File: config.mk
export PLATFORM = sky130hd
export DESIGN_NAME = mult64_iter_flat
export DESIGN_NICKNAME = d
export VERILOG_FILES = /design/src/rtl/mult64_iter_if.sv /design/src/rtl/mult64_iter.sv /design/src/flat_wrapper.sv
export SDC_FILE = /design/constraint.sdc
export NUM_CORES = 1
export LEC_CHECK = 0
export CORE_ASPECT_RATIO = 1.1
export CORE_MARGIN = 4
export CORE_UTILIZATION = 55
export DETAILED_ROUTE_END_ITERATION = 16
export GPL_TIMING_DRIVEN = 0
export HOLD_SLACK_MARGIN = 0.08
export PLACE_DENSITY = 0.85
export SYNTH_ARGS = -nofsm -noshare
export SYNTH_HDL_FRONTEND = slang
export SYNTH_SLANG_ARGS = --single-unit
File: constraint.sdc
create_clock -name clk -period 14.15 [get_ports clk]
set_input_delay 2.1225 -clock clk [delete_from_list [all_inputs] [get_ports clk]]
set_output_delay 2.1225 -clock clk [all_outputs]
set_load 0.01 [all_outputs]
File: src/rtl/mult64_iter_if.sv
// Request/response bundle for the iterative multiplier: operands and start
// flow in, busy/done status and the split product flow back.
interface mult64_iter_if #(parameter int WIDTH = 64);
    logic             start;
    logic             is_signed;
    logic [WIDTH-1:0] a;
    logic [WIDTH-1:0] b;
    logic             busy;
    logic             done;
    logic [WIDTH-1:0] product_hi;
    logic [WIDTH-1:0] product_lo;

    modport master (
        output start, is_signed, a, b,
        input  busy, done, product_hi, product_lo
    );

    modport slave (
        input  start, is_signed, a, b,
        output busy, done, product_hi, product_lo
    );
endinterface

File: src/rtl/mult64_iter.sv
// Radix-2 shift-add multiplier: sign-magnitude operands, one partial product
// per cycle, sign applied to the full 2*WIDTH result on the final iteration.
//
// state  | meaning
// -------+----------------------------------------------------------
// IDLE   | waiting for start; product registers hold last result
// BUSY   | iterating, one multiplier bit per cycle, WIDTH cycles
// DONE   | one-cycle done pulse; start here is accepted back-to-back
module mult64_iter #(
    parameter int WIDTH = 64
) (
    input logic         clk,
    input logic         reset,
    mult64_iter_if.slave bus
);
    localparam logic [1:0] S_IDLE = 2'd0;
    localparam logic [1:0] S_BUSY = 2'd1;
    localparam logic [1:0] S_DONE = 2'd2;
    localparam int         CW     = $clog2(WIDTH + 1);

    logic [1:0]         state;
    logic [WIDTH-1:0]   mcand;
    logic [WIDTH-1:0]   mplr;
    logic [WIDTH-1:0]   acc_hi;
    logic               neg;
    logic [CW-1:0]      cnt;
    logic               busy_r;
    logic               done_r;
    logic [WIDTH-1:0]   prod_hi_r;
    logic [WIDTH-1:0]   prod_lo_r;

    logic [WIDTH-1:0]   mag_a;
    logic [WIDTH-1:0]   mag_b;
    logic [WIDTH:0]     sum;
    logic [2*WIDTH-1:0] raw;
    logic [2*WIDTH-1:0] res;
    logic               accept;
    logic               last;

    // The most-negative operand negates to itself, which is its correct
    // unsigned magnitude, so no special case is needed.
    always_comb begin
        mag_a  = (bus.is_signed && bus.a[WIDTH-1]) ? (~bus.a + 1'b1) : bus.a;
        mag_b  = (bus.is_signed && bus.b[WIDTH-1]) ? (~bus.b + 1'b1) : bus.b;
        sum    = {1'b0, acc_hi} + (mplr[0] ? {1'b0, mcand} : {(WIDTH+1){1'b0}});
        raw    = {sum, mplr[WIDTH-1:1]};
        res    = neg ? (~raw + 1'b1) : raw;
        accept = bus.start && ((state == S_IDLE) || (state == S_DONE));
        last   = (state == S_BUSY) && (cnt == CW'(WIDTH - 1));
    end

    always_ff @(posedge clk) begin
        if (reset) begin
            state     <= S_IDLE;
            mcand     <= '0;
            mplr      <= '0;
            acc_hi    <= '0;
            neg       <= 1'b0;
            cnt       <= '0;
            busy_r    <= 1'b0;
            done_r    <= 1'b0;
            prod_hi_r <= '0;
            prod_lo_r <= '0;
        end else begin
            case (state)
                S_IDLE, S_DONE: begin
                    done_r <= 1'b0;
                    if (accept) begin
                        mcand  <= mag_a;
                        mplr   <= mag_b;
                        neg    <= bus.is_signed & (bus.a[WIDTH-1] ^ bus.b[WIDTH-1]);
                        acc_hi <= '0;
                        cnt    <= '0;
                        busy_r <= 1'b1;
                        state  <= S_BUSY;
                    end else begin
                        state  <= S_IDLE;
                    end
                end
                S_BUSY: begin
                    acc_hi <= sum[WIDTH:1];
                    mplr   <= {sum[0], mplr[WIDTH-1:1]};
                    cnt    <= cnt + CW'(1);
                    if (last) begin
                        prod_hi_r <= res[2*WIDTH-1:WIDTH];
                        prod_lo_r <= res[WIDTH-1:0];
                        busy_r    <= 1'b0;
                        done_r    <= 1'b1;
                        state     <= S_DONE;
                    end
                end
                default: begin
                    busy_r <= 1'b0;
                    done_r <= 1'b0;
                    state  <= S_IDLE;
                end
            endcase
        end
    end

    assign bus.busy       = busy_r;
    assign bus.done       = done_r;
    assign bus.product_hi = prod_hi_r;
    assign bus.product_lo = prod_lo_r;
endmodule
File: src/flat_wrapper.sv
// flat-port wrapper written by rule: the top's interface ports become plain ports
module mult64_iter_flat 
#(
    parameter int WIDTH = 64
)
  (clk, reset, bus_start, bus_is_signed, bus_a, bus_b, bus_busy, bus_done, bus_product_hi, bus_product_lo);
  mult64_iter_if #(.WIDTH(WIDTH)) bus_i ();
  input logic clk;
  input logic reset;
  input wire logic [$bits(bus_i.start)-1:0] bus_start;
  input wire logic [$bits(bus_i.is_signed)-1:0] bus_is_signed;
  input wire logic [$bits(bus_i.a)-1:0] bus_a;
  input wire logic [$bits(bus_i.b)-1:0] bus_b;
  output wire logic [$bits(bus_i.busy)-1:0] bus_busy;
  output wire logic [$bits(bus_i.done)-1:0] bus_done;
  output wire logic [$bits(bus_i.product_hi)-1:0] bus_product_hi;
  output wire logic [$bits(bus_i.product_lo)-1:0] bus_product_lo;
  assign bus_i.start = bus_start;
  assign bus_i.is_signed = bus_is_signed;
  assign bus_i.a = bus_a;
  assign bus_i.b = bus_b;
  assign bus_busy = bus_i.busy;
  assign bus_done = bus_i.done;
  assign bus_product_hi = bus_i.product_hi;
  assign bus_product_lo = bus_i.product_lo;
  mult64_iter #(.WIDTH(WIDTH)) u_core (.clk(clk), .reset(reset), .bus(bus_i));
endmodule
==> results.sh, run 1 <==
export IMPL_status="complete, but fails checks"
export IMPL_failed_checks="capacitance limit, slew limit"
export IMPL_cp_cell_sequence="clkbuf_1 > clkbuf_1 > and2_1 > ha_1 > clkbuf_1 > a21oi_1 > o21ai_0 > a221oi_1 > o21ai_0 > o211ai_1 > o22ai_1 > a2111oi_0 > nand2_1 > or4_1 > or4_1 > a31oi_1"
export IMPL_crit_top_cell="clkbuf_1"
export IMPL_vias_per_cell=6.757
export IMPL_maxSlewViolCount=7
export IMPL_ys_types=79
export IMPL_path_max_fanout=10
export IMPL_dr_pass1_iters=6
export IMPL_post_cts_buffers=0
export IMPL_yosys_top_cells_count="332 x dfxtp_1, 306 x nor2_1, 285 x nand2_1, 225 x a21oi_1, 189 x clkbuf_1"
export IMPL_nets=3490
export IMPL_design_die_area_um2=44790
export IMPL_synth_top_area_share_pct=29.15
export IMPL_core_area_um2=40560
export IMPL_cpMaxStageDelayCell="a2111oi_0"
export IMPL_antenna_found_initial=0
export IMPL_cp_slowest_stage_delay_ns=1.09
export IMPL_h_tree_depth=2
export IMPL_slew_headroom_pct=-1.418
export IMPL_ys_ff_latch=332
export IMPL_critPathKind="reg2reg"
export IMPL_io_pins=262
export IMPL_cts_tree="built"
export IMPL_period_minus_slack_ns=7.132
export IMPL_via_count=26170
export IMPL_hold_viol=0
export IMPL_fmax_mhz=140.2
export IMPL_tightest_slew_ns=1.501
export IMPL_track_usage_pct=40.47
export IMPL_numCtsBuffers=38
export IMPL_grt_overflow=0
export IMPL_rows=77
export IMPL_synth_top_cell_by_area="dfxtp_1"
export IMPL_total_leakage_power_uw=0.009652
export IMPL_die_y_um=221.6
export IMPL_setup_viol=0
export IMPL_cts_num_sinks=332
export IMPL_drtAntennaViolNets=0
export IMPL_path_delay_family="compound AO/OA/AOI/OAI gates"
export IMPL_gp_congestion=1.055
export IMPL_clk_path_buf_depth=3
export IMPL_wl_mm=96.63
export IMPL_cts_resized=0
export IMPL_arrival_ns=7.62
export IMPL_area_growth_syn_to_layout_pct=20.24
export IMPL_crit_buf_inv=3
export IMPL_synth_edff_count=0
export IMPL_async_flop_share_pct=0
export IMPL_syn_avg_cell_area_um2=7.632
export IMPL_worstPathRequired_ns=14.64
export IMPL_numPortBuffers=260
export IMPL_layout_drive_gt1_share_pct=3.196
export IMPL_hold_ws_ns=0.4493
export IMPL_crit_path_end_kind="flop"
export IMPL_startpoint_type="flop"
export IMPL_hp_class="reg2reg"
export IMPL_grt_first_pass_wirelength_mm=144.0
export IMPL_clk_pin_slew_worst_paths_ns=0.06
export IMPL_ys_top_cells_by_area="dfxtp_1 29%, xor2_1 6.2%, nor2_1 5.0%"
export IMPL_die_w_um=202.1
export IMPL_rsz0062_at_grt="no"
export IMPL_cts_hold_buf=0
export IMPL_clk_latency_ns=0.58
export IMPL_grt_pass1_vias=24680
export IMPL_p_per_area_nw_per_um2=89.63
export IMPL_post_drt_wl_per_cell_um=24.95
export IMPL_drc_errors=0
export IMPL_fin_setup_tns_ns=0
export IMPL_grt_start_max_net_pins=15
export IMPL_drt_iter0_drc=3125
export IMPL_synth_most_common_cell="dfxtp_1"
export IMPL_synth_warning_count=0
export IMPL_syn_inst=2988
export IMPL_initial_core_util_pct=56.22
export IMPL_drv_cap=1
export IMPL_synth_fp_nets=3189
export IMPL_synth_seq_area_share_pct=29.15
export IMPL_fin_crit_sh_pct=50.41
export IMPL_syn_area_um2=22800
export IMPL_synth_main_ff_cell="dfxtp_1"
export IMPL_dp_hpwl_mm=77.26
export IMPL_peakVddDrop_v=0.00008216
export IMPL_clock_skew_ns=0.04121
export IMPL_clock_root_buffer="clkbuf_16"
==> registers in the layout (all words and copies together), names as in the netlist <==
| signal | cells |
|---|---|
| u_core.acc_hi | 64 |
| u_core.bus.product_hi | 64 |
| u_core.bus.product_lo | 64 |
| u_core.mcand | 64 |
| u_core.mplr | 64 |
| u_core.cnt | 7 |
| u_core.state | 2 |
| u_core.bus.busy | 1 |
| u_core.bus.done | 1 |
| u_core.neg | 1 |
==> layout make-up <==
| class | instances | area, µm² |
|---|---|---|
| Antenna cell | 3 | 7.507 |
| Buffer | 205 | 773.2 |
| Clock buffer | 50 | 1066 |
| Clock inverter | 18 | 241.5 |
| Fill cell | 3399 | 13140 |
| Inverter | 45 | 168.9 |
| Multi-Input combinational cell | 2406 | 15210 |
| Sequential cell | 332 | 6646 |
| Tap cell | 553 | 691.9 |
| Timing Repair Buffer | 261 | 2608 |
==> where the power goes <==
| group | internal [µW] | leakage [µW] | switching (µW) |
|---|---|---|---|
| combinational | 145 | 0.00631 | 261 |
| clock | 611 | 0.000640 | 435 |
| sequential | 968 | 0.00270 | 37.2 |
| total | 1720 | 0.00965 | 733 |
==> per-layer routing <==
metal  vias up  global-route usage [%]  wire (µm)
met4         0                   21.99       6533
met1     12270                   51.92      37220
met2      1796                   64.52      42720
li1      11710                       -          -
met3       394                   7.548      10150
met5         -                       0          0
==> placed cells by master, fill, tap and decap left out, types with 9 or more instances in the layout <==
cell,synthesis,routed
a211oi_1,152,152
a21boi_0,9,9
a21o_1,17,17
a21oi_1,225,225
a22o_1,56,56
a22oi_1,94,94
a311oi_1,17,17
a31oi_1,15,15
and2_1,75,75
and3_1,10,10
and4_1,14,14
buf_1,13,13
clkbuf_1,189,194
clkbuf_16,0,38
clkdlybuf4s50_1,0,260
dfxtp_1,332,332
ha_1,68,68
inv_1,45,45
nand2_1,285,285
nand2b_1,43,43
nand3_1,40,40
nand4_1,64,64
nor2_1,306,306
nor2b_1,11,11
nor3_1,66,66
nor4_1,45,45
o211ai_1,20,20
o21a_1,14,14
o21ai_0,167,167
o31ai_1,61,61
o41ai_1,34,34
or2_2,14,14
or3_1,62,62
or4_1,33,33
xnor2_1,94,94
xor2_1,161,161
==> worst register-to-register path, stage by stage (launching register included) <==
cell and delay (ns):
dfxtp_1 0.33, clkbuf_1 0.41, clkbuf_1 0.31, and2_1 0.21, ha_1 0.24, clkbuf_1 0.23, a21oi_1 0.37, o21ai_0 0.32
a221oi_1 0.68, o21ai_0 0.38, o211ai_1 0.48, o22ai_1 0.27, a2111oi_0 1.09, nand2_1 0.44, or4_1 0.61, or4_1 0.54
a31oi_1 0.16
==> stage by stage <==
step / cell area, µm² / worst slack, ns / instances / utilization, % / power (µW)
2_1_floorplan: 22800 / 8.823 / 2988 / - / 1250
3_3_place_gp: 26100 / 7.073 / 3801 / 64.34 / 1401
3_5_place_dp: 26100 / 7.142 / 3801 / 64.34 / 1412
4_1_cts: 27410 / 7.105 / 3869 / 67.57 / 2432
5_1_grt: 27410 / 6.501 / 3870 / 67.58 / 2519
6_report: 27420 / 7.018 / 3873 / 67.60 / 2457
==> worst paths after layout <==
check                                 startpoint                         to  slack, ns  depth (start not counted)
worst min register to register  u_core.mcand[50]           u_core.mcand[50]       0.45                          2
worst max-delay path              u_core.mplr[0]  u_core.bus.product_hi[63]       7.02                         16
worst max register to register    u_core.mplr[0]  u_core.bus.product_hi[63]       7.02                         16
worst min-delay path            u_core.mcand[50]           u_core.mcand[50]       0.45                          2
==> kinds of logic after synthesis <==
kind of cell	count (synthesis)	synth area share [%]
and+or+nand+nor	1103	23.95
AOI/OAI and AO/OA	968	28.65
DFF	332	29.15
xor gates and xnor gates	255	9.794
buffers and inverters	250	4.132
adders and majority gates	69	3.819
muxes	11	0.5158
No activity file was read; power rests on OpenSTA's default activity.
==> run 2, diff against run 1 <==
- CORE_UTILIZATION: 55 -> 52
- clock period: 14.15 -> 6.4 ns (I/O delays scaled with it)
==> run 2 against run 1 <==
Net effect:
- the run still ends with capacitance limit, slew limit left
- utilization fell by 4.5 points
- sequential share of layout area grew 0.069 points
- cell count increased by 0.21%
- non-clock buffer count down 1
- clock skew fell by 0.028 ns
- flip-flop and latch count stayed put
- global-route usage is 3.3 points lower
- cell area down 0.28%
- setup slack worse by 6.8 ns
- register-to-register slack got worse by 6.8 ns
- clock power increased by 96%
- critical path type unchanged
- highest routed layer is now met5
==> results.sh, run 2 (same netlist as run 1, synthesis figures left out) <==
export IMPL_status="complete, but fails checks"
export IMPL_failed_checks="capacitance limit, slew limit"
export IMPL_wl_mm=94.20
export IMPL_wl_met1_mm=37.12
export IMPL_final_common_cell="dfxtp_1"
export IMPL_placed_cells_incl_taps=3822
export IMPL_nets=3486
export IMPL_area_growth_syn_to_layout_pct=19.90
export IMPL_fin_crit_sh_pct=96.23
export IMPL_met2_wirelength_mm=41.79
export IMPL_design_die_area_um2=47270
export IMPL_drt_iter0_drc=3027
export IMPL_grt_pass1_vias=23530
export IMPL_tightest_slew_ns=1.522
export IMPL_fin_ws_ns=0.2411
export IMPL_vias_per_cell=6.594
export IMPL_h_tree_depth=2
export IMPL_clk_path_buf_depth=3
export IMPL_numPortBuffers=260
export IMPL_layout_drive_gt1_share_pct=3.359
export IMPL_rsz0062_at_grt="yes"
export IMPL_drtAntennaViolNets=0
export IMPL_drc_errors=0
export IMPL_arrival_ns=6.59
export IMPL_clock_skew_ns=0.01308
export IMPL_r2r_start="u_core.mplr[0]"
export IMPL_die_w_um=207.7
export IMPL_track_usage_pct=37.16
export IMPL_peakVddDrop_v=0.0001310
export IMPL_post_drt_wl_per_cell_um=24.27
export IMPL_initial_core_util_pct=52.61
export IMPL_gp_congestion=1.079
export IMPL_instances_no_fill=3881
export IMPL_fmax_mhz=162.4
export IMPL_grt_start_max_net_pins=16
export IMPL_io_pins=262
export IMPL_clk_pin_slew_worst_paths_ns=0.07
export IMPL_min_from="u_core.mcand[30]"
export IMPL_total_power_uw=5173
export IMPL_fin_setup_tns_ns=0
export IMPL_crit_start="u_core.mplr[0]"
export IMPL_clock_root_buffer="clkbuf_16"
export IMPL_dp_hpwl_mm=74.74
export IMPL_cts_num_sinks=332
export IMPL_worstPathRequired_ns=6.83
export IMPL_drv_cap=2
export IMPL_dr_pass1_iters=7
export IMPL_p_per_area_nw_per_um2=189.2
export IMPL_multi_input_area_um2=15310
export IMPL_setup_viol=0
export IMPL_cts_tree="built"
export IMPL_slew_headroom_pct=-2.130
export IMPL_clk_latency_ns=0.55
export IMPL_die_y_um=227.6
export IMPL_wl_met3_mm=9.043
export IMPL_grt_overflow=0
export IMPL_startpoint_type="flop"
export IMPL_antenna_found_initial=4
export IMPL_path_max_fanout=10
export IMPL_hold_ws_ns=0.4445
export IMPL_via_count=25590
export IMPL_total_leakage_power_uw=0.009583
export IMPL_rows=80
export IMPL_hold_viol=0
export IMPL_grt_first_pass_wirelength_mm=139.2
export IMPL_nFillCells=3833
export IMPL_cts_hold_buf=0
export IMPL_pre_cts_slack_ns=-0.5808
export IMPL_core_area_um2=43340
export IMPL_mostFrequentLayoutCells="332 x dfxtp_1, 306 x nor2_1, 285 x nand2_1, 260 x clkdlybuf4s50_1, 224 x a21oi_1"
export IMPL_hp_class="reg2reg"
export IMPL_regArea_um2=6646
export IMPL_maxSlewViolCount=6
export IMPL_dr_max_layer_used="met5"
export IMPL_numCtsBuffers=35
export IMPL_period_minus_slack_ns=6.159
export IMPL_critPathKind="reg2reg"
export IMPL_crit_path_end_kind="flop"
run 2: cell types whose count changed in the layout (fill, tap and decap cells not counted), moves of 3 or more:
| cell | before | now |
|---|---|---|
| a2111oi_0 | 7 | 4 |
| bufinv_16 | 4 | 1 |
| clkbuf_1 | 194 | 191 |
| clkbuf_8 | 7 | 4 |
| clkinvlp_4 | 2 | 5 |
| inv_6 | 3 | 0 |
run 2: power by group:
group | internal (µW) | switching [µW]
clock | 1140 | 912
sequential | 2140 | 81.5
combinational | 323 | 572
total | 3610 | 1560
run 2: worst paths after layout:
| kind | cells past startpoint | end | slack [ns] |
|---|---|---|---|
| worst max register to register | 18 | u_core.bus.product_hi[57] | 0.24 |
| worst min-delay path | 2 | u_core.mcand[30] | 0.44 |
| worst min register to register | 2 | u_core.mcand[30] | 0.44 |
| worst max-delay path | 18 | u_core.bus.product_hi[57] | 0.24 |
run 2: critical path, stage by stage (launching register included):
cell	delay [ns]
dfxtp_1	0.33
clkbuf_2	0.25
clkbuf_1	0.27
and2_1	0.18
ha_1	0.22
clkbuf_1	0.23
a21oi_1	0.37
o21ai_0	0.34
a221oi_2	0.42
nor2_1	0.22
nor3_1	0.33
xnor2_1	0.37
or4_1	0.67
or3_1	0.36
clkbuf_1	0.28
clkbuf_1	0.31
nor4_1	0.53
mux2i_1	0.25
nand2_1	0.08
run 2: area by class of cell:
type | count | area share [%]
flip-flops and latches | 332 | 24.31
plain buffers | 205 | 2.837
inverters | 45 | 0.6178
clock inverters | 12 | 0.4256
well taps | 574 | 2.627
clock buffers | 45 | 3.643
repair buffers | 260 | 9.519
diodes | 2 | 0.01831
multi-input cells | 2406 | 56.00
run 2: metal layers:
layer	track usage, %	vias to the layer above
met5	0	-
met4	20.85	2
met3	5.820	342
met2	60.01	1533
met1	47.98	12030
li1	-	11690
run 2: metrics by stage:
stage | utilization, % | instance area, µm²
6_report | 63.08 | 27340
3_5_place_dp | 60.29 | 26130
2_1_floorplan | - | 22800
5_1_grt | 63.07 | 27340
4_1_cts | 62.87 | 27250
3_3_place_gp | 60.27 | 26120
run 2: repair_timing:
| action | CTS | global route |
|---|---|---|
| pin swaps | 0 | 0 |
| buffers inserted | 0 | 0 |
| endpoints found under the setup margin | 18 | 30 |
| hold endpoints to repair | 0 | 0 |
| resized for setup | 3 | 21 |
